--- config.mk ---
export PLATFORM = sky130hd
export DESIGN_NAME = camera_key_ctrl
export DESIGN_NICKNAME = d
export VERILOG_FILES = /design/src/rtl/camera_pkg.sv /design/src/rtl/camera_btn_debounce.sv /design/src/rtl/camera_key_ctrl.sv
export SDC_FILE = /design/constraint.sdc
export NUM_CORES = 1
export LEC_CHECK = 0
export CORE_ASPECT_RATIO = 0.9
export CORE_UTILIZATION = 40
export CTS_BUF_LIST = sky130_fd_sc_hd__clkbuf_4
export DETAILED_ROUTE_END_ITERATION = 8
export GPL_ROUTABILITY_DRIVEN = 0
export SYNTH_ARGS = -nofsm -noshare
export SYNTH_HDL_FRONTEND = slang
export SYNTH_SLANG_ARGS = --single-unit
export TNS_END_PERCENT = 5
--- constraint.sdc ---
create_clock -name clk -period 7 [get_ports clk]
set_input_delay 0.7 -clock clk [delete_from_list [all_inputs] [get_ports clk]]
set_output_delay 0.7 -clock clk [all_outputs]
set_load 0.02 [all_outputs]
--- src/rtl/camera_pkg.sv ---
// ----------------------------------------------------------------------------
// camera_pkg : key codes, controller state type and direction selector
// Rev 1.0
// ----------------------------------------------------------------------------
`default_nettype none

package camera_pkg;

  typedef logic [2:0] key_t;

  localparam key_t KEY_UPOS = 3'b000;
  localparam key_t KEY_UNEG = 3'b001;
  localparam key_t KEY_VPOS = 3'b010;
  localparam key_t KEY_VNEG = 3'b011;
  localparam key_t KEY_WPOS = 3'b100;
  localparam key_t KEY_WNEG = 3'b101;
  localparam key_t KEY_IDLE = 3'b111;

  typedef enum logic [1:0] {
    ST_IDLE  = 2'd0,
    ST_MOVE  = 2'd1,
    ST_ISSUE = 2'd2
  } ctrl_state_e;

  // A pair with both buttons down cancels; the lowest surviving pair wins.
  function automatic key_t select_key(input logic [5:0] db);
    if (db[0] ^ db[1]) return db[1] ? KEY_UNEG : KEY_UPOS;
    if (db[2] ^ db[3]) return db[3] ? KEY_VNEG : KEY_VPOS;
    if (db[4] ^ db[5]) return db[5] ? KEY_WNEG : KEY_WPOS;
    return KEY_IDLE;
  endfunction

endpackage

`default_nettype wire

--- src/rtl/camera_btn_debounce.sv ---
// ----------------------------------------------------------------------------
// camera_btn_debounce : 2-FF synchroniser plus stable-run debouncer, one bit
// Rev 1.0
// ----------------------------------------------------------------------------
`default_nettype none

module camera_btn_debounce #(
  parameter int DEBOUNCE_CYC = 500_000
) (
  input  logic clk,
  input  logic rst_n,
  input  logic btn_i,
  output logic db_o
);

  localparam int                  c_CNT_W = $clog2(DEBOUNCE_CYC);
  localparam logic [c_CNT_W-1:0]  c_LAST  = c_CNT_W'(DEBOUNCE_CYC - 1);

  logic               sync1_q;
  logic               sync2_q;
  logic               db_q;
  logic [c_CNT_W-1:0] stable_q;

  always_ff @(posedge clk or negedge rst_n) begin
    if (!rst_n) begin
      sync1_q  <= 1'b0;
      sync2_q  <= 1'b0;
      db_q     <= 1'b0;
      stable_q <= '0;
    end else begin
      sync1_q <= btn_i;
      sync2_q <= sync1_q;
      if (sync2_q == db_q) begin
        stable_q <= '0;
      end else if (stable_q == c_LAST) begin
        db_q     <= sync2_q;
        stable_q <= '0;
      end else begin
        stable_q <= stable_q + 1'b1;
      end
    end
  end

  assign db_o = db_q;

endmodule

`default_nettype wire

--- src/rtl/camera_key_ctrl.sv ---
// ----------------------------------------------------------------------------
// camera_key_ctrl : buttons -> (key, cnt, ld_curr_camera) update stream
// Rev 1.0
// ----------------------------------------------------------------------------
`default_nettype none

module camera_key_ctrl
  import camera_pkg::*;
#(
  parameter int DEBOUNCE_CYC = 500_000,
  parameter int MIN_GAP      = 4
) (
  input  logic        clk,
  input  logic        rst_n,
  input  logic [5:0]  btn,
  input  logic        frame_tick,
  output logic [2:0]  key,
  output logic [31:0] cnt,
  output logic        ld_curr_camera
);

  localparam int c_GAP_W = $clog2(MIN_GAP);

  logic [5:0]         db;
  key_t               sel;
  ctrl_state_e        state_q, state_d;
  key_t               cur_key_q, cur_key_d;
  key_t               key_q, key_d;
  logic [31:0]        acc_q, acc_d;
  logic [31:0]        cnt_q, cnt_d;
  logic               flush_pend_q, flush_pend_d;
  logic [c_GAP_W-1:0] gap_q, gap_d;
  logic               held;
  logic               flush_req;
  logic               take;

  for (genvar i = 0; i < 6; i++) begin : g_btn
    camera_btn_debounce #(
      .DEBOUNCE_CYC(DEBOUNCE_CYC)
    ) u_debounce (
      .clk  (clk),
      .rst_n(rst_n),
      .btn_i(btn[i]),
      .db_o (db[i])
    );
  end

  assign sel       = select_key(db);
  assign held      = (cur_key_q != KEY_IDLE);
  assign flush_req = (acc_q != '0) && (frame_tick || (sel != cur_key_q));
  assign take      = (state_q == ST_MOVE) && (flush_req || flush_pend_q) && (gap_q == '0);

  always_comb begin
    state_d      = state_q;
    cur_key_d    = cur_key_q;
    key_d        = key_q;
    cnt_d        = cnt_q;
    flush_pend_d = flush_pend_q | flush_req;
    acc_d        = (held && (acc_q != '1)) ? acc_q + 32'd1 : acc_q;
    gap_d        = (gap_q != '0) ? gap_q - 1'b1 : gap_q;
    case (state_q)
      ST_IDLE: begin
        if (sel != KEY_IDLE) begin
          state_d   = ST_MOVE;
          cur_key_d = sel;
        end
      end
      ST_MOVE: begin
        if (take) begin
          state_d      = ST_ISSUE;
          key_d        = cur_key_q;
          cnt_d        = acc_q;
          cur_key_d    = sel;
          flush_pend_d = 1'b0;
          // The take cycle itself belongs to the next run only if a key is still down.
          acc_d        = (sel != KEY_IDLE) ? 32'd1 : 32'd0;
        end
      end
      ST_ISSUE: begin
        gap_d   = c_GAP_W'(MIN_GAP - 1);
        state_d = held ? ST_MOVE : ST_IDLE;
      end
      default: state_d = ST_IDLE;
    endcase
  end

  always_ff @(posedge clk or negedge rst_n) begin
    if (!rst_n) begin
      state_q      <= ST_IDLE;
      cur_key_q    <= KEY_IDLE;
      key_q        <= KEY_IDLE;
      acc_q        <= '0;
      cnt_q        <= '0;
      flush_pend_q <= 1'b0;
      gap_q        <= '0;
    end else begin
      state_q      <= state_d;
      cur_key_q    <= cur_key_d;
      key_q        <= key_d;
      acc_q        <= acc_d;
      cnt_q        <= cnt_d;
      flush_pend_q <= flush_pend_d;
      gap_q        <= gap_d;
    end
  end

  assign key            = key_q;
  assign cnt            = cnt_q;
  assign ld_curr_camera = (state_q == ST_ISSUE);

endmodule

`default_nettype wire

; ---- Word level (Yosys, flattened, before mapping)
; Cells that the tools add are included.
[word_totals]
regBits = 207
input_bits = 9
output_inout_bits = 36
elab_cells = 132
[op_classes]
n_addsub = 8
eq_ne = 20
n_mux = 42
bitwise = 10
n_reduce_logical = 21
[ops]
columns = cell, n
row1 = $mux W19, 12
row2 = $add A19 B1 Y19 const B, 6
row3 = $eq A19 B19 Y1 const B, 6
row4 = $mux W32, 3
row5 = $add A32 B1 Y32 const B, 1
row6 = $ne A32 B32 Y1 const B, 1
row7 = $reduce_bool A32 Y1, 1
row8 = $mux W3, 8
row9 = $reduce_and A2 Y1, 8
row10 = $mux W1, 13
row11 = $mux W2, 4
row12 = $eq A1 B1 Y1, 6
row13 = $ne A3 B3 Y1 const B, 2
row14 = $not A1 Y1, 6
row15 = $pmux W2 S3, 1
row16 = $pmux W3 S2, 1
row17 = $reduce_bool A2 Y1, 3
row18 = $logic_and A1 B1 Y1, 4
row19 = $logic_not A2 Y1, 2
row20 = $ne A2 B2 Y1 const B, 2
row21 = $ne A3 B3 Y1, 1
row22 = $reduce_and A3 Y1, 1
row23 = $xor A1 B1 Y1, 3
row24 = $eq A2 B1 Y1 const B, 1
row25 = 4 further kinds, 5

; ---- Longest topological paths before layout
; Gate-level depths: netlist of run 1.
[depth]
depth_word = 16
mapped_depth = 10
ltp_nobuf = 8

; ---- By module
; A second synthesis of run 1 with hierarchy kept.
[unflattened]
cells_unflattened = 944
hier_area_um2 = 10178.5
[modules_own_cells]
columns = module, n_inst, cells_each, area_per_inst_um2, seq_area_each_um2
row1 = camera_btn_debounce at g_btn[0].u_debounce ..., 5, 105, 1079.8, 550.5
row2 = camera_key_ctrl, 1, 314, 3706.1, 1884.3
row3 = camera_btn_debounce at g_btn[3].u_debounce, 1, 105, 1073.5, 550.5

; ---- Least setup slack after synthesis of run 1
; No wires, ideal clock.
[synth_timing]
path_kind = register to register
start = register acc_q[4]
end = register acc_q[29]
setup_time_ns = 0.120
t_arrival_ns = 2.075
required_ns = 6.880
slack_ns = 4.806
path_stages_with_launch = 8
n_path_buf = 1
synth_period_minus_slack_ns = 2.194
path_cell_list = dfrtp_1 -> nand4_2 -> or4_1 -> or3b_1 -> buf_2 -> or3_1 -> xor2_1 -> nor2_2
[synth_via]
elab_chain_cells = 7
word_cells_on_any_way = 11
cone_classes = 1 x add/sub / 1 x eq/ne / 3 x mux / 6 x reduce/logical
[synth_lines]
columns = element, line_no
row1 = from (decl), camera_key_ctrl.sv:29  ; logic [31:0] acc_q, acc_d;
row2 = from (signal assigned), camera_key_ctrl.sv:92  ; acc_q <= '0;
row3 = from (signal assigned), camera_key_ctrl.sv:100  ; acc_q <= acc_d;
row4 = branches (longest 6 deep; another with $add A32 B1 Y32), n/a
row5 = $mux W32 (*), camera_key_ctrl.sv:61  ; case (state_q)
row6 = via acc_d[29], camera_key_ctrl.sv:29
; Mark *: on every way through the listed nets, which the timed path passes.
; A chain may end at the register's enable or synchronous reset.

; ---- Worst setup path after layout of run 1
[layout_timing]
start = register g_btn[3].u_debounce.db_q
end = register cnt_q[26] (netlist: cnt[26])
[layout_via]
elab_chain_cells = 13
word_cells_on_any_way = 16
cone_classes = 1 x eq/ne / 8 x mux / 1 x bitwise / 6 x reduce/logical
[layout_lines]
columns = element, line_no
row1 = from (decl), camera_btn_debounce.sv:21  ; logic db_q;
row2 = from (signal assigned), camera_btn_debounce.sv:36  ; db_q <= sync2_q;
row3 = $mux W1 / $xor A1 B1 Y1 (equally long branches), camera_pkg.sv:28  ; if (db[2] ^ db[3]) return db[3] ? KEY_VNEG : KEY_VPOS;
row4 = $mux W3, camera_pkg.sv:28
row5 = $mux W3, camera_pkg.sv:29  ; if (db[4] ^ db[5]) return db[5] ? KEY_WNEG : KEY_WPOS;
row6 = $mux W3, camera_pkg.sv:30  ; return KEY_IDLE;
row7 = $mux W3 (*), camera_pkg.sv:29
row8 = $mux W3 (*), camera_pkg.sv:28
row9 = $ne A3 B3 Y1 (*), camera_key_ctrl.sv:50  ; assign flush_req = (acc_q != '0) && (frame_tick || (sel != cur_key_q));
row10 = $logic_or A1 B1 Y1 (*), camera_key_ctrl.sv:50
row11 = $logic_and A1 B1 Y1 (*), camera_key_ctrl.sv:50
row12 = $logic_or A1 B1 Y1 (*), camera_key_ctrl.sv:51  ; assign take = (state_q == ST_MOVE) && (flush_req || flush_pend_q) && (gap_q == '0);
row13 = $logic_and A1 B1 Y1 (*) (2 in series), camera_key_ctrl.sv:51
row14 = $reduce_and A2 Y1 (no line) (*), n/a
row15 = to (signal assigned), camera_key_ctrl.sv:101  ; cnt_q <= cnt_d;
row16 = to (decl), camera_key_ctrl.sv:30  ; logic [31:0] cnt_q, cnt_d;
; Every way passes the cells marked *; elsewhere a longest branch is shown, timed or not. The select of a mux whose other input is x is not followed.

==> impl_results.md, run 1 <==
* Clock power share at 0.432
* I/O Buffers at 44
* Ports at 45
* CP Max Fanout at 43
* Fraction of synthesized area in multiplexers at 0.05291
* DP HPWL at 11,300 um
* Critical Path Source: g_btn[3].u_debounce.db_o
* Core area at 23,340 um2
* Switching part of the total at 0.2351
* Setup CP Type: reg -> reg
* Post-Syn Nets at 941
* Chip Width at 164.7 um
* Number of global-route vias before repair at 6,330
* Seq pwr share at 0.543
* Area fraction in compound gates after synthesis at 0.01523
* Hold Crit Class: reg -> reg
* Initial antenna violation count at 1
* Setup violations, final at 0
* Synth Instances at 922
* Slowest cell on the critical path: a21boi_4
* Synth cell types at 44
* Crit end category: flip-flop
* Pre-antenna DRT Iters at 4
* Die span in y at 148.4 um
* Measured slew at the worst slew-check pin at 0.9546 ns
* Rows at 53
* Tmin final at 3.033 ns
* Synth top area cells: dfrtp_1 53%, nor2_1 7.6%, xnor2_1 6.8%
* Routed Wire Length at 17,170 um
* Maximum Capacitance Violations at 0
* Pin count of the biggest net entering global routing at 78
* Stages on worst setup path at 7
* Adder-cell area share of the yosys netlist at 0.01313
* Total Routing Usage GR at 0.1495
* EDFF count, synth at 0
* Worst Path Required at 7.49 ns
* Final Hold Vio Count at 0
* Initial core utilization at 0.4082
* Fin crit share at 0.4333
* Avg Inst Size Synth at 10.34 um2
* DR iter-0 viols at 225
* Largest family of logic cells by synthesized area: simple AND/OR/NAND/NOR gates
* Bufs and invs on worst path at 1
* Layout area overhead at 14.81%
* Maximum VDD drop at 0.1265 mV
* Final core utilization at 0.4687
* Max-Slew Margin vs Limit at 0.3636
* Most frequent cell after synthesis: dfrtp_1
* Cell family with most CP delay: compound AO/OA/AOI/OAI gates
* Ys flop type: dfrtp_1
* Num CTS Buffers at 53
* DRC Markers at 0
* TritonCTS clock tree: done
* CP endpoint: cnt[26]
* First-pass GRT wire length at 29,980 um
* Setup_tns at 0 ns
* Die footprint at 24,440 um2
* Crit Reg-Reg Startpoint: g_btn[3].u_debounce.db_o
* Ys async rst share at 1.000
* CTS H-tree lvls at 2
* Worst path most repeated cell: mux2_2
* Drt via density at 4.837
* Status: finished clean
* Vias after detailed routing at 6,491
* Simple-gate area share of the yosys netlist at 0.2245
* Sequential area share after synthesis at 0.5444
* Internal Power at 1.717 mW
* Synth top area share at 0.5278
* Avg WL per Cell at 12.79 um
* Dominant cell type by area after synthesis: dfrtp_1
* Post-synthesis xor/xnor area fraction at 0.1287
* Yosys warns at 0
* Reg2Reg Depth at 7
* Power Density at 205.1 nW/um2
* Clk_lat worst skew at 0.67 ns
* Net count, final at 1,020
* Worst setup SP type: flip-flop
* Crit Reg-Reg Endpoint: cnt[26]
* Pleak at 4.546 nW
* Placed Cells at 1,247
* Final Slew Violations at 0
* Root buf cell: clkbuf_4
* Final ANT Viol Nets at 0
* Fmax at 329.7 MHz
* Clock Tree Buf Depth at 3
* Synth top cells by count: 201 x dfrtp_1, 192 x nor2_1, 74 x xnor2_1
* Final Non-Filler Cells at 1,342
* NetSw at 0.5276 mW
* Clk_skew at 0.07078 ns
* Critical path arrival at 3.52 ns
* Share of cells above drive strength 1 at 0.1376
* FF-to-FF setup slack at 3.97 ns
* Logic pwr share at 0.025
* Gr ovfl total at 0
* RSZ-0062 raised after global routing: no
* Cell area after synthesis at 9529 um2
* CP max stage delay at 0.65 ns
* Reg clk slew, reported paths at 0.06 ns
* CP cell instances: xnor2_1, mux2_2, a311oi_1, o2bb2ai_1, a21boi_4, buf_4, mux2_2
* Seq cells post-synth at 207
* CTS resizes at 0
* Clock sinks at 207
==> how the worst min path moves through the flow <==
stage,cells after the start,start,slack (ns),endpoint
global placement,0,g_btn[1].u_debounce.sync1_q,0.33,g_btn[1].u_debounce.sync2_q
detailed placement,0,g_btn[5].u_debounce.sync1_q,0.34,g_btn[5].u_debounce.sync2_q
CTS,0,g_btn[5].u_debounce.sync1_q,0.35,g_btn[5].u_debounce.sync2_q
global route,0,g_btn[1].u_debounce.sync1_q,0.35,g_btn[1].u_debounce.sync2_q
finish,0,g_btn[3].u_debounce.sync1_q,0.35,g_btn[3].u_debounce.sync2_q
floorplan,0,g_btn[0].u_debounce.sync1_q,0.33,g_btn[0].u_debounce.sync2_q
==> logic make-up after synthesis <==
family                   Yosys count
AO/OA/AOI/OAI                     23
XOR/XNOR                         140
adder cells (fa/ha/maj)           10
buffers and inverters             51
flip-flops                       207
multiplexers                      45
AND/OR/NAND/NOR                  446
==> area by class of cell <==
type	instances	area [um2]
Sequential cell	207	5187
Inverter	27	101.3
Antenna cell	1	2.502
Timing Repair Buffer	48	476.7
Multi-Input combinational cell	664	4151
Tap cell	302	377.9
Clock inverter	18	80.08
Fill cell	2239	12400
Clock buffer	75	563.0
==> stage by stage <==
| stage | area, um2 | total power [mW] | hold slack [ns] | setup slack (ns) |
|---|---|---|---|---|
| floorplan | 9529 | 1.263 | 0.3312 | 4.806 |
| global placement | 10280 | 1.300 | 0.3346 | 3.743 |
| detailed placement | 10280 | 1.300 | 0.3362 | 3.721 |
| CTS | 10940 | 2.295 | 0.3517 | 3.938 |
| global route | 10940 | 2.368 | 0.3544 | 3.672 |
| finish | 10940 | 2.244 | 0.3488 | 3.967 |
==> placed cells by master (no fill, tap or decap), types with 14 or more instances in the layout <==
| master | count |
|---|---|
| mux2_2 | 43 |
| inv_1 | 27 |
| and3_1 | 18 |
| clkdlybuf4s50_1 | 43 |
| nand4_1 | 31 |
| nand3_1 | 59 |
| xor2_1 | 66 |
| nor4_1 | 15 |
| nand2_1 | 60 |
| clkbuf_4 | 75 |
| clkinv_1 | 14 |
| xnor2_1 | 74 |
| nor3_1 | 17 |
| dfrtp_1 | 201 |
| nor2_1 | 192 |
==> state kept, by name, summed over array words and instances (netlist names) <==
register,flops
g_btn.u_debounce.db_o,6
cnt,32
g_btn.u_debounce.sync2_q,6
g_btn.u_debounce.stable_q,114
key,3
state_q,2
cur_key_q,3
g_btn.u_debounce.sync1_q,6
gap_q,2
flush_pend_q,1
acc_q,32
==> power by group through the flow <==
| stage | registers (mW) | clock network [mW] | logic (mW) |
|---|---|---|---|
| after floorplan | 1.24 | 0 | 0.0248 |
| after global placement | 1.24 | 0 | 0.0592 |
| after detailed placement | 1.24 | 0 | 0.0592 |
| after CTS | 1.22 | 1.02 | 0.0598 |
| after global routing | 1.22 | 1.08 | 0.0687 |
| final | 1.22 | 0.969 | 0.0568 |
==> per-layer routing <==
metal	wire length, um	track usage	up-vias
li1	-	-	3283
met1	8841	0.2228	3073
met2	7273	0.2118	96
met3	689	0.03291	39
met4	363	0.05367	0
met5	0	0	-
==> timing repair <==
item,in CTS,in global routing
hold buffers,1,0
buffers inserted,0,0
setup endpoints to repair,0,0
hold endpoints to repair,39,0
Power figures use the tool's default switching activity.
==> inputs of run 2 (changes only) <==
- clock period: 7 -> 2.8 ns (I/O delays scaled with it)
==> run 2 against run 1 <==
Non-clock buffer count up 6. Combinational power grew to 2.6 times the previous value. Critical path depth did not move. Worst setup slack got worse by 3.6 ns. Worst hold slack got worse by 0.28 ns. Sequential cell count unchanged. Critical endpoint is now cnt[22]. Via count increased by 3.2%. Register-to-register slack worse by 3.6 ns.
==> impl_results.md, run 2 (synthesis gave the netlist of run 1 again) <==
* Gr ovfl total at 0
* RSZ-0062 raised after global routing: no
* Seq pwr share at 0.518
* Maximum Capacitance Violations at 0
* Crit end category: flip-flop
* Clock power share at 0.456
* Commonest non-fill, non-tap cells in the layout: 201 x dfrtp_1, 192 x nor2_1, 82 x clkbuf_4, 74 x xnor2_1, 66 x xor2_1
* Measured slew at the worst slew-check pin at 0.6782 ns
* Final ANT Viol Nets at 0
* Max-Slew Margin vs Limit at 0.5479
* TritonCTS clock tree: done
* Maximum VDD drop at 0.3315 mV
* Tmin final at 2.402 ns
* Final Non-Filler Cells at 1,358
* Share of cells above drive strength 1 at 0.1469
* Setup Fix Bufs, Post-CTS at 0
* Pin count of the biggest net entering global routing at 83
* Final Hold Vio Count at 0
* Logic pwr share at 0.026
* CP Max Fanout at 53
* Ports at 45
* Setup CP Type: reg -> reg
* Pre-antenna DRT Iters at 6
* Clock sinks at 207
* Drt via density at 4.932
* Internal Power at 4.498 mW
* Power Density at 529.4 nW/um2
* Net count, final at 1,029
* Fin crit share at 0.8580
* Setup_tns at 0 ns
* Routed Wire Length at 18,140 um
* Rows at 53
* DR iter-0 viols at 413
* Status: finished clean
* Die span in y at 148.4 um
* Placed Cells at 1,253
* Avg WL per Cell at 13.36 um
* Reg with most FFs: g_btn.u_debounce.stable_q
* Hold Crit Class: in -> reg
* Fmax at 416.3 MHz
* Final instance area at 11,100 um2
* Num CTS Buffers at 56
* NetSw at 1.380 mW
* Clk_skew at 0.02704 ns
* Leading cell type in the layout, fill and taps excluded: dfrtp_1
* Clk_lat worst skew at 0.67 ns
* Total Routing Usage GR at 0.1571
* Switching part of the total at 0.2348
* Core area at 23,340 um2
* Initial antenna violation count at 1
* Root buf cell: clkbuf_4
* Layout area overhead at 16.52%
* Number of global-route vias before repair at 6,644
* Worst Path Required at 3.33 ns
* CTS H-tree lvls at 2
* Critical path arrival at 2.93 ns
* Die footprint at 24,440 um2
* Vias after detailed routing at 6,698
* Chip Width at 164.7 um
* Worst setup SP type: flip-flop
* Max FFs per register at 114
* Cell Area, Placed at 10,370 um2
* Clock Tree Buf Depth at 3
* DP HPWL at 11,780 um
* DRC Markers at 0
* I/O Buffers at 44
* Reg clk slew, reported paths at 0.07 ns
* First-pass GRT wire length at 31,460 um
* Initial core utilization at 0.4082
* Setup violations, final at 0
* Pleak at 4.644 nW
* Final Slew Violations at 0
==> run 2: layout make-up <==
type / instances / area (um2)
antenna: 1 / 2.502
sequential: 207 / 5187
inverter: 27 / 101.3
timing repair buffer: 54 / 559.3
tap: 302 / 377.9
fill: 2243 / 12240
clock inverter: 21 / 107.6
multi-input combinational: 664 / 4151
clock buffer: 82 / 615.6
==> run 2: what timing repair did <==
item	in CTS	in global routing
gates resized for setup	0	0
hold buffers	1	0
hold endpoints to repair	78	0
==> run 2: routing by layer <==
metal  track usage  vias up  wire (um)  part of all wire
met5             0        -          0                 0
met4       0.06055        0        379             0.021
met3       0.03569       41        730             0.040
met2        0.2361      110       7951              0.44
met1        0.2202     3238       9077              0.50
li1              -     3309          -                 -
==> run 2: power by group through the flow <==
stage	Combinational, mW	Clock, mW	Sequential, mW
finish	0.150	2.68	3.05
global route	0.179	2.93	3.05
CTS	0.158	2.80	3.05
detailed placement	0.156	0	3.10
global placement	0.155	0	3.10
floorplan	0.0620	0	3.10
==> run 2: final timing paths <==
| kind | slack (ns) | cells after the start | from | to |
|---|---|---|---|---|
| worst max-delay path | 0.40 | 7 | g_btn[3].u_debounce.db_o | cnt[22] |
| worst min register to register | 0.35 | 0 | g_btn[2].u_debounce.sync1_q | g_btn[2].u_debounce.sync2_q |
| max in group asynchronous | 1.79 | 3 | rst_n | g_btn[1].u_debounce.stable_q[10] |
| worst min-delay path | 0.07 | 1 | btn[1] | g_btn[1].u_debounce.sync1_q |
| min in group asynchronous | 0.25 | 2 | rst_n | cnt[31] |
| worst max register to register | 0.40 | 7 | g_btn[3].u_debounce.db_o | cnt[22] |
==> run 2: worst max-delay path: stages (launching register included) <==
cell       delay, ns
dfrtp_1         0.43
xnor2_1         0.35
mux2_2          0.38
a311oi_1        0.25
o2bb2ai_1       0.25
a21boi_4        0.11
buf_12          0.20
mux2_2          0.30
==> run 2: metrics by stage <==
step	setup slack (ns)	utilization	hold WS, ns	power [mW]
after floorplan	0.6057	-	-0.01559	3.158
after global placement	0.5150	0.4441	0.3326	3.257
after detailed placement	0.4227	0.4441	0.3355	3.259
after CTS	0.3929	0.4756	0.003748	6.004
after global routing	0.2566	0.4757	0.02177	6.161
final	0.3977	0.4757	0.06752	5.878
==> inputs of run 3 (changes only) <==
- CAP_MARGIN: not set -> 20
- TNS_END_PERCENT: 5 -> 100
- clock period: 2.8 -> 2.7 ns (I/O delays scaled with it)
==> run 3 against run 2 <==
Combinational power up 4%. Count of clock-buffer cells in the layout decreased by 1. Maximum frequency grew 1.3%. Cell count fell by 0.15%. Die area unchanged. Non-clock buffer count is 5 higher. Register-to-register slack got worse by 0.07 ns. Clock skew is 0.022 ns higher. Worst setup slack worse by 0.068 ns. Wire length down 2.7%. Worst hold slack better by 0.025 ns. Highest routed layer unchanged.
==> impl_results.md, run 3 (synthesis gave the netlist of run 1 again) <==
* Status: finished clean
* Die span in y at 148.4 um
* Critical path arrival at 2.87 ns
* Tmin final at 2.370 ns
* Final core utilization at 0.4775
* Crit Reg-Reg Startpoint: g_btn[2].u_debounce.db_o
* DP HPWL at 11,620 um
* Measured slew at the worst slew-check pin at 0.6145 ns
* Num CTS Buffers at 55
* Pre-antenna DRT Iters at 4
* Vias after detailed routing at 6,729
* Chip Width at 164.7 um
* Hold Crit Class: in -> reg
* Worst path most repeated cell: mux2_2
* Reg with most FFs: g_btn.u_debounce.stable_q
* Number of global-route vias before repair at 6,555
* Power Density at 549.6 nW/um2
* Final ANT Viol Nets at 0
* Share of cells above drive strength 1 at 0.1518
* Cell family with most CP delay: multiplexers
* Gr ovfl total at 0
* Routed Wire Length at 17,650 um
* FF-to-FF setup slack at 0.33 ns
* Drt via density at 4.962
* Rows at 53
* Final Slew Violations at 0
* Critical Path Source: g_btn[2].u_debounce.db_o
* Maximum VDD drop at 0.2849 mV
* Hold Slack at 0.09233 ns
* Max-Slew Margin vs Limit at 0.5903
* RSZ-0062 raised after global routing: no
* Core area at 23,340 um2
* Root buf cell: clkbuf_4
* Pleak at 4.674 nW
* Fin crit share at 0.8779
* Slowest cell on the critical path: dfrtp_1
* TritonCTS clock tree: done
* Worst Path Required at 3.20 ns
* Leading cell type in the layout, fill and taps excluded: dfrtp_1
* First-pass GRT wire length at 30,910 um
* Pin count of the biggest net entering global routing at 75
* I/O Buffers at 44
* Die footprint at 24,440 um2
* Total Routing Usage GR at 0.1536
* Worst setup SP type: flip-flop
* CTS H-tree lvls at 2
* Avg WL per Cell at 13.01 um
* CP cell instances: xnor2_1, mux2_2, a311oi_1, o2bb2ai_1, a21boi_4, buf_12, mux2_2
* Setup CP Type: reg -> reg
* Commonest non-fill, non-tap cells in the layout: 201 x dfrtp_1, 192 x nor2_1, 81 x clkbuf_4, 74 x xnor2_1, 66 x xor2_1
* Clk_lat worst skew at 0.66 ns
* CP max stage delay at 0.43 ns
* Net count, final at 1,033
* N_diodes at 0
* Setup_tns at 0 ns
* Final Hold Vio Count at 0
* Initial core utilization at 0.4082
* Initial antenna violation count at 0
* Bufs and invs on worst path at 1
* Crit end category: flip-flop
* Setup violations, final at 0
* Min-delay src: btn[4]
* Clk_skew at 0.04949 ns
* Clock sinks at 207
* CTS resizes at 0
* DR iter-0 viols at 393
* Max FFs per register at 114
* DRC Markers at 0
* CP Max Fanout at 45
* Ports at 45
* Fmax at 421.9 MHz
* Clock Tree Buf Depth at 3
* Fill cell count at 2,223
* Maximum Capacitance Violations at 0
* Reg clk slew, reported paths at 0.06 ns
* Layout area overhead at 16.96%
## run 3: what timing repair did
action / in CTS / in global routing
setup endpoints to repair: 0 / 7
endpoints found under the hold margin: 69 / 0
setup buffers: 0 / 1
hold buffers: 3 / 0
## run 3: worst register-to-register path, cell delays in order (launching register included)
cell and delay, ns:
dfrtp_1 0.43, xnor2_1 0.30, mux2_2 0.38, a311oi_1 0.23, o2bb2ai_1 0.24, a21boi_4 0.12
buf_12 0.21, mux2_2 0.30
## run 3: final cells by class
type	instances	area, um2	area share
Timing Repair Buffer	59	601.8	0.05400
Clock buffer	81	608.1	0.05456
Sequential cell	207	5187	0.4654
Tap cell	302	377.9	0.03390
Clock inverter	16	117.6	0.01055
Inverter	27	101.3	0.009093
Multi-Input combinational cell	664	4151	0.3725
## run 3: path summary, 6_finish.rpt
path,endpoint,cells after the start
min in group asynchronous,g_btn[2].u_debounce.stable_q[13],2
worst min-delay path,g_btn[4].u_debounce.sync1_q,1
worst max register to register,cnt[29],7
worst max-delay path,cnt[29],7
max in group asynchronous,g_btn[3].u_debounce.stable_q[0],3
worst min register to register,g_btn[5].u_debounce.sync2_q,0
## run 3: per-stage QoR
stage	total power [mW]	area (um2)	worst slack, ns	cells
final	6.126	11150	0.3296	1356
after global routing	6.460	11150	0.1590	1356
after CTS	6.269	11140	0.1264	1355
after detailed placement	3.377	10380	0.2023	1255
after global placement	3.377	10380	0.2374	1255
after floorplan	3.275	9529	0.5057	922
## run 3: routing by layer
| metal | wire length (um) | track usage | up-vias |
|---|---|---|---|
| met4 | 346 | 0.05367 | 0 |
| met1 | 8769 | 0.2194 | 3255 |
| met3 | 802 | 0.03932 | 37 |
| li1 | - | - | 3326 |
| met2 | 7725 | 0.2250 | 111 |
| met5 | 0 | 0 | - |
## run 3: power breakdown
group	switching (mW)	total (mW)	internal (mW)
clock	1.25	2.81	1.56
sequential	0.0278	3.16	3.13
combinational	0.109	0.156	0.0473
==> edit 1, RTL diff (flow settings as in run 3) <==
Add an input register stage for `btn` and `frame_tick`, with the module's reset; this delays them by one clock.
--- a/src/rtl/camera_key_ctrl.sv
+++ b/src/rtl/camera_key_ctrl.sv
@@ -21,6 +21,19 @@
 
   localparam int c_GAP_W = $clog2(MIN_GAP);
 
+  logic [5:0] btn_q;
+  logic frame_tick_q;
+
+  always_ff @(posedge clk or negedge rst_n) begin
+    if (!rst_n) begin
+      btn_q        <= '0;
+      frame_tick_q <= '0;
+    end else begin
+      btn_q        <= btn;
+      frame_tick_q <= frame_tick;
+    end
+  end
+
   logic [5:0]         db;
   key_t               sel;
   ctrl_state_e        state_q, state_d;
@@ -40,14 +53,14 @@
     ) u_debounce (
       .clk  (clk),
       .rst_n(rst_n),
-      .btn_i(btn[i]),
+      .btn_i(btn_q[i]),
       .db_o (db[i])
     );
   end
 
   assign sel       = select_key(db);
   assign held      = (cur_key_q != KEY_IDLE);
-  assign flush_req = (acc_q != '0) && (frame_tick || (sel != cur_key_q));
+  assign flush_req = (acc_q != '0) && (frame_tick_q || (sel != cur_key_q));
   assign take      = (state_q == ST_MOVE) && (flush_req || flush_pend_q) && (gap_q == '0);
 
   always_comb begin
Function: same outputs for any inputs over 10 cycles, from zero or initial values and one cycle with rst_n low; that may be too few to reach the edited logic, so the function may still have changed.
==> edit 1 against run 3 <==
Area after synthesis rose by 3.6%; sequential cell count rose by 7; clock skew fell by 0.0016 ns; routed wire length is 3.6% higher; total power grew 0.79%; worst setup slack worse by 0.12 ns; cell count is 2.2% higher; sequential power up 3%; largest cell class unchanged; design area grew 3.0%; fmax is 4.7% lower.
==> edit 1: results (changes against run 3) <==
[status]
status = complete, no violations

[routing]
drt_iter0_markers = 387  ; -1.5%
vias = 6792  ; +0.94%
drt-total-wl_um = 18300  ; +3.6%
first_pass_iters = 4  ; unchanged

[sta]
maxSlewHeadroom_pct = 50.7  ; -8.3 points
tns_ns = 0  ; unchanged
finalClockSkew_ns = 0.0479  ; -0.00161 ns
maxSlewViolCount = 0  ; unchanged
hold_ws_ns = 0.0849  ; -0.00745 ns

[layout]
fillers = 2283  ; +2.7%
largest_reg_flops = 114  ; unchanged
top_register = g_btn.u_debounce.stable_q
n_antenna_cell = 0  ; unchanged
drive_gt1_share_pct = 15.0  ; -0.15 points
nets = 1053  ; +1.9%

[placement]
place_ws_ns = 0.205  ; +0.00244 ns
portBuffers = 44  ; unchanged
dp.final_hpwl_um = 12000  ; +3.6%

[clock_network]
root_buffer = clkbuf_4
insertion_delay_ns = 0.67
h-tree-depth = 2  ; unchanged
cts_max_path_buffers = 3  ; unchanged
cts_made_buffers = 57  ; +3.6%
clkSlewWorstSetupHoldPaths_ns = 0.07

[setup_path]
r2r_cells = 8  ; +1
r2r_start = g_btn[5].u_debounce.db_o
worstReg2RegEnd = cnt[24]
worst-path-max-fanout = 23  ; -49%
cp_data_arrival_time_ns = 3.01  ; +0.14 ns
r2r_slack_ns = 0.21  ; -0.12 ns

[worst_hold_path]
min_from = btn[3]
hold_depth = 1  ; unchanged
hold_path_end = btn_q[3]
hp-class = in2reg

[logic_synthesis]
ys_top_cells_by_count = dfrtp_1, nor2_1, xor2_1
async_flop_share_pct = 100  ; unchanged
syn_nets = 958  ; +1.8%
yosysSeqAreaShare_pct = 54.3  ; -0.10 points
yosysWarnings = 0  ; unchanged
ys_top_cells_by_area = dfrtp_1, nor2_1, xor2_1
synth_cell_types = 50  ; +14%

[power]
switching_power_mw = 1.46  ; +5.0%
ir_drop_v = 0.000351  ; +23%
leakage_nw = 5.06  ; +8.2%

[global_route]
grt_start_max_net_pins = 57  ; -24%
grt_pass1_wl_um = 32100  ; +3.9%
antenna_found_initial = 0  ; unchanged
grt_pass1_vias = 6707  ; +2.3%
grt_usage_pct = 15.4  ; about the same

[floorplanning]
dieArea_mm2 = 0.0253  ; +3.5%

==> edit 1: kinds of logic (layout without fill, tap and decap cells) <==
logic type | Yosys count | after routing | synth area share (%)
adder cells (fa/ha/maj) | 10 | 10 | 1.27
AO/OA/AOI/OAI | 30 | 30 | 2.26
multiplexers | 44 | 44 | 5.32
AND/OR/NAND/NOR | 449 | 449 | 22.2
XOR/XNOR | 137 | 137 | 12.2
buffers and inverters | 55 | 194 | 2.48
flip-flops | 214 | 214 | 54.3
==> edit 1: critical path, cell delays in order, from the launching register on <==
cell and delay, ns:
dfrtp_1 0.40, inv_1 0.08, ha_1 0.18, nand2_1 0.06
a31oi_1 0.28, xnor2_1 0.17, a31oi_4 0.56, buf_12 0.25
mux2_2 0.35
==> edit 1: how the worst max path moves through the flow <==
stage                                        start  endpoint  slack [ns]  depth (start not counted)
after floorplan           g_btn[3].u_debounce.db_o   cnt[14]        0.59                          6
after global placement    g_btn[5].u_debounce.db_o   cnt[25]        0.26                          8
after CTS                 g_btn[5].u_debounce.db_o   cnt[24]        0.14                          8
after global routing      g_btn[5].u_debounce.db_o   cnt[24]       0.008                          8
final                     g_btn[5].u_debounce.db_o   cnt[24]        0.21                          8
after detailed placement  g_btn[5].u_debounce.db_o   cnt[26]        0.20                          8
==> edit 1: layout make-up <==
cell class / count / area (um^2) / share of cell area, %
clock buffer: 77 / 578 / 5.04
multi-input combinational: 670 / 4260 / 37.1
clock inverter: 26 / 130 / 1.13
tap: 308 / 385 / 3.36
sequential: 214 / 5360 / 46.7
timing repair buffer: 64 / 661 / 5.75
inverter: 27 / 101 / 0.883
==> edit 1: layer usage <==
layer	track usage, %	routed length [um]	part of all wire [%]	vias up
met5	0	0	0	-
met3	3.76	817	4.5	34
li1	-	-	-	3415
met2	23.7	8030	44	124
met4	5.55	325	1.8	0
met1	21.1	9110	50	3219
==> edit 1: power groups by stage <==
stage | clock, mW | sequential, mW | combinational (mW)
floorplan | 0 | 3.32 | 0.0656
global placement | 0 | 3.33 | 0.164
detailed placement | 0 | 3.33 | 0.165
CTS | 2.88 | 3.27 | 0.173
global route | 3.07 | 3.27 | 0.195
finish | 2.74 | 3.27 | 0.162
==> edit 1: what timing repair did <==
| action | 4_1_cts | 5_1_grt |
|---|---|---|
| hold endpoints to repair | 187 | 0 |
| hold buffers | 6 | 0 |
| resized for setup | 0 | 0 |
| buffers inserted | 0 | 0 |
| endpoints found under the setup margin | 0 | 17 |
==> edit 1: metrics by stage <==
step	power (mW)	utilization [%]	std cells	area, um^2
4_1_cts	6.32	47.3	1386	11500
3_5_place_dp	3.50	44.2	1277	10700
5_1_grt	6.54	47.3	1386	11500
2_1_floorplan	3.39	-	939	9870
3_3_place_gp	3.49	44.2	1277	10700
6_report	6.17	47.3	1386	11500
==> edit 2, RTL diff (settings of run 3) <==
Without the edit above. Set the parameter `MIN_GAP` to 8 (it was 4).
--- a/src/rtl/camera_key_ctrl.sv
+++ b/src/rtl/camera_key_ctrl.sv
@@ -8,7 +8,7 @@
   import camera_pkg::*;
 #(
   parameter int DEBOUNCE_CYC = 500_000,
-  parameter int MIN_GAP      = 4
+  parameter int MIN_GAP      = 8
 ) (
   input  logic        clk,
   input  logic        rst_n,
Behaviour: same outputs for any inputs over 10 cycles, from zero or initial values and one cycle with rst_n low; that may be too few to reach the edited logic, so the function may still have changed.
==> edit 2 against run 3 <==
Global-route usage up 0.24 points; area after synthesis is 2.8% higher; worst setup slack worse by 0.16 ns; sequential cell count increased by 1; design area grew 1.9%; cell count up 1.4%; count of clock-buffer cells in the layout down 2; routed wire length is 4.9% higher; total power down 0.84%; largest power group unchanged; highest routed layer unchanged.
==> edit 2: results (changes against run 3) <==
[power]
ir_drop_v = 0.000284  ; -0.27%
leakage_nw = 4.91  ; +5.0%

[clock_network]
cts_made_buffers = 54  ; -1.8%
clkSlewWorstSetupHoldPaths_ns = 0.07
insertion_delay_ns = 0.69  ; +0.03 ns
h-tree-depth = 2  ; unchanged
cts_max_path_buffers = 3  ; unchanged
post_cts_buffers = 0  ; unchanged

[logic_synthesis]
ys_top_cells_by_count = dfrtp_1, nor2_1, xor2_1
syn_nets = 959  ; +1.9%
netlist_instances = 939  ; +1.8%
synth_cell_types = 45  ; +2.3%
ys_top_cells_by_area = dfrtp_1, nor2_1, xor2_1
yosysWarnings = 0  ; unchanged
yosysSeqAreaShare_pct = 53.2  ; -1.2 points

[routing]
first_pass_iters = 5  ; +1
drt-total-wl_um = 18500  ; +4.9%
drt_iter0_markers = 307  ; -22%
avgViaCountPerCell = 4.94  ; -0.50%

[global_route]
gr-total-overflow = 0  ; unchanged
grt_pass1_wl_um = 32200  ; +4.3%
grt_usage_pct = 15.6  ; +0.24 points
antenna_found_initial = 1  ; +1
grt_pass1_vias = 6769  ; +3.3%
grt_start_max_net_pins = 84  ; +12%

[sta]
tightest_slew_ns = 0.696  ; +0.0811 ns
finalClockSkew_ns = 0.0708  ; +0.0213 ns

[worst_hold_path]
hp-class = in2reg

[layout]
nets = 1049  ; +1.5%
drive_gt1_share_pct = 14.1  ; -1.1 points
fillers = 2190  ; -1.5%
instances_no_fill = 1375  ; +1.4%
top_register = g_btn.u_debounce.stable_q

[setup_path]
worst-path-max-fanout = 70  ; +56%
cp_data_arrival_time_ns = 3.04  ; +0.17 ns

[placement]
dp.cells = 1272  ; +1.4%
dp.final_hpwl_um = 11900  ; +2.8%
portBuffers = 44  ; unchanged

[status]
status = complete, no violations

## edit 2: cell count changes in the layout (fill, tap and decap cells not counted), moves of 5 or more
cell and delta:
nor4_1 +9, nand4_1 +9, mux2_1 +5, nor2_1 -13
nand2_1 +5, mux2_2 -38, xnor2_1 -13, xor2_1 +10
mux2_4 +32
## edit 2: kinds of logic after synthesis
kind of cell | after synthesis | share of synthesized area (%)
AOI/OAI and AO/OA | 30 | 1.89
muxes | 46 | 6.46
xor gates and xnor gates | 137 | 12.2
adders and majority gates | 11 | 1.40
DFF | 208 | 53.2
buffers and inverters | 50 | 2.34
and+or+nand+nor | 457 | 22.5
## edit 2: stage by stage
step	util, %	worst slack [ns]	cell area, um^2
floorplan	-	0.368	9800
global placement	44.9	0.251	10600
detailed placement	44.9	0.190	10600
CTS	48.0	0.152	11400
global route	48.0	0.0190	11400
finish	48.0	0.167	11400
## edit 2: layout make-up
class | count | area share (%)
Sequential cell | 208 | 45.9
Multi-Input combinational cell | 681 | 38.4
Timing Repair Buffer | 59 | 5.31
Clock buffer | 79 | 5.22
Tap cell | 302 | 3.33
Clock inverter | 19 | 0.958
Inverter | 25 | 0.826
Antenna cell | 2 | 0.0440
## edit 2: worst max-delay path, cell delays in order (launching register included)
cell     delay (ns)
dfrtp_1        0.37
inv_1          0.06
ha_1           0.31
nand3_1        0.07
mux2_1         0.30
a311o_1        0.31
o311a_4        0.38
buf_12         0.23
mux2_4         0.33
## edit 2: final timing paths
path	startpoint	end	slack (ns)	cells after the start
min reg2reg	g_btn[5].u_debounce.sync1_q	g_btn[5].u_debounce.sync2_q	0.35	0
min in group asynchronous	rst_n	cnt[8]	0.12	2
max reg2reg	g_btn[5].u_debounce.db_o	cnt[2]	0.17	8
max in group asynchronous	rst_n	g_btn[5].u_debounce.stable_q[13]	1.71	3
min	btn[3]	g_btn[3].u_debounce.sync1_q	0.07	1
max	g_btn[5].u_debounce.db_o	cnt[2]	0.17	8
## edit 2: routing by layer
metal / wire length, um / global-route usage [%]
met1: 9330 / 21.8
met2: 8140 / 23.7
met3: 719 / 3.60
met4: 330 / 5.60
met5: 0 / 0
## edit 2: power by group
group          internal (mW)  switching [mW]
sequential              3.15          0.0277
clock                   1.44            1.30
combinational         0.0472           0.110
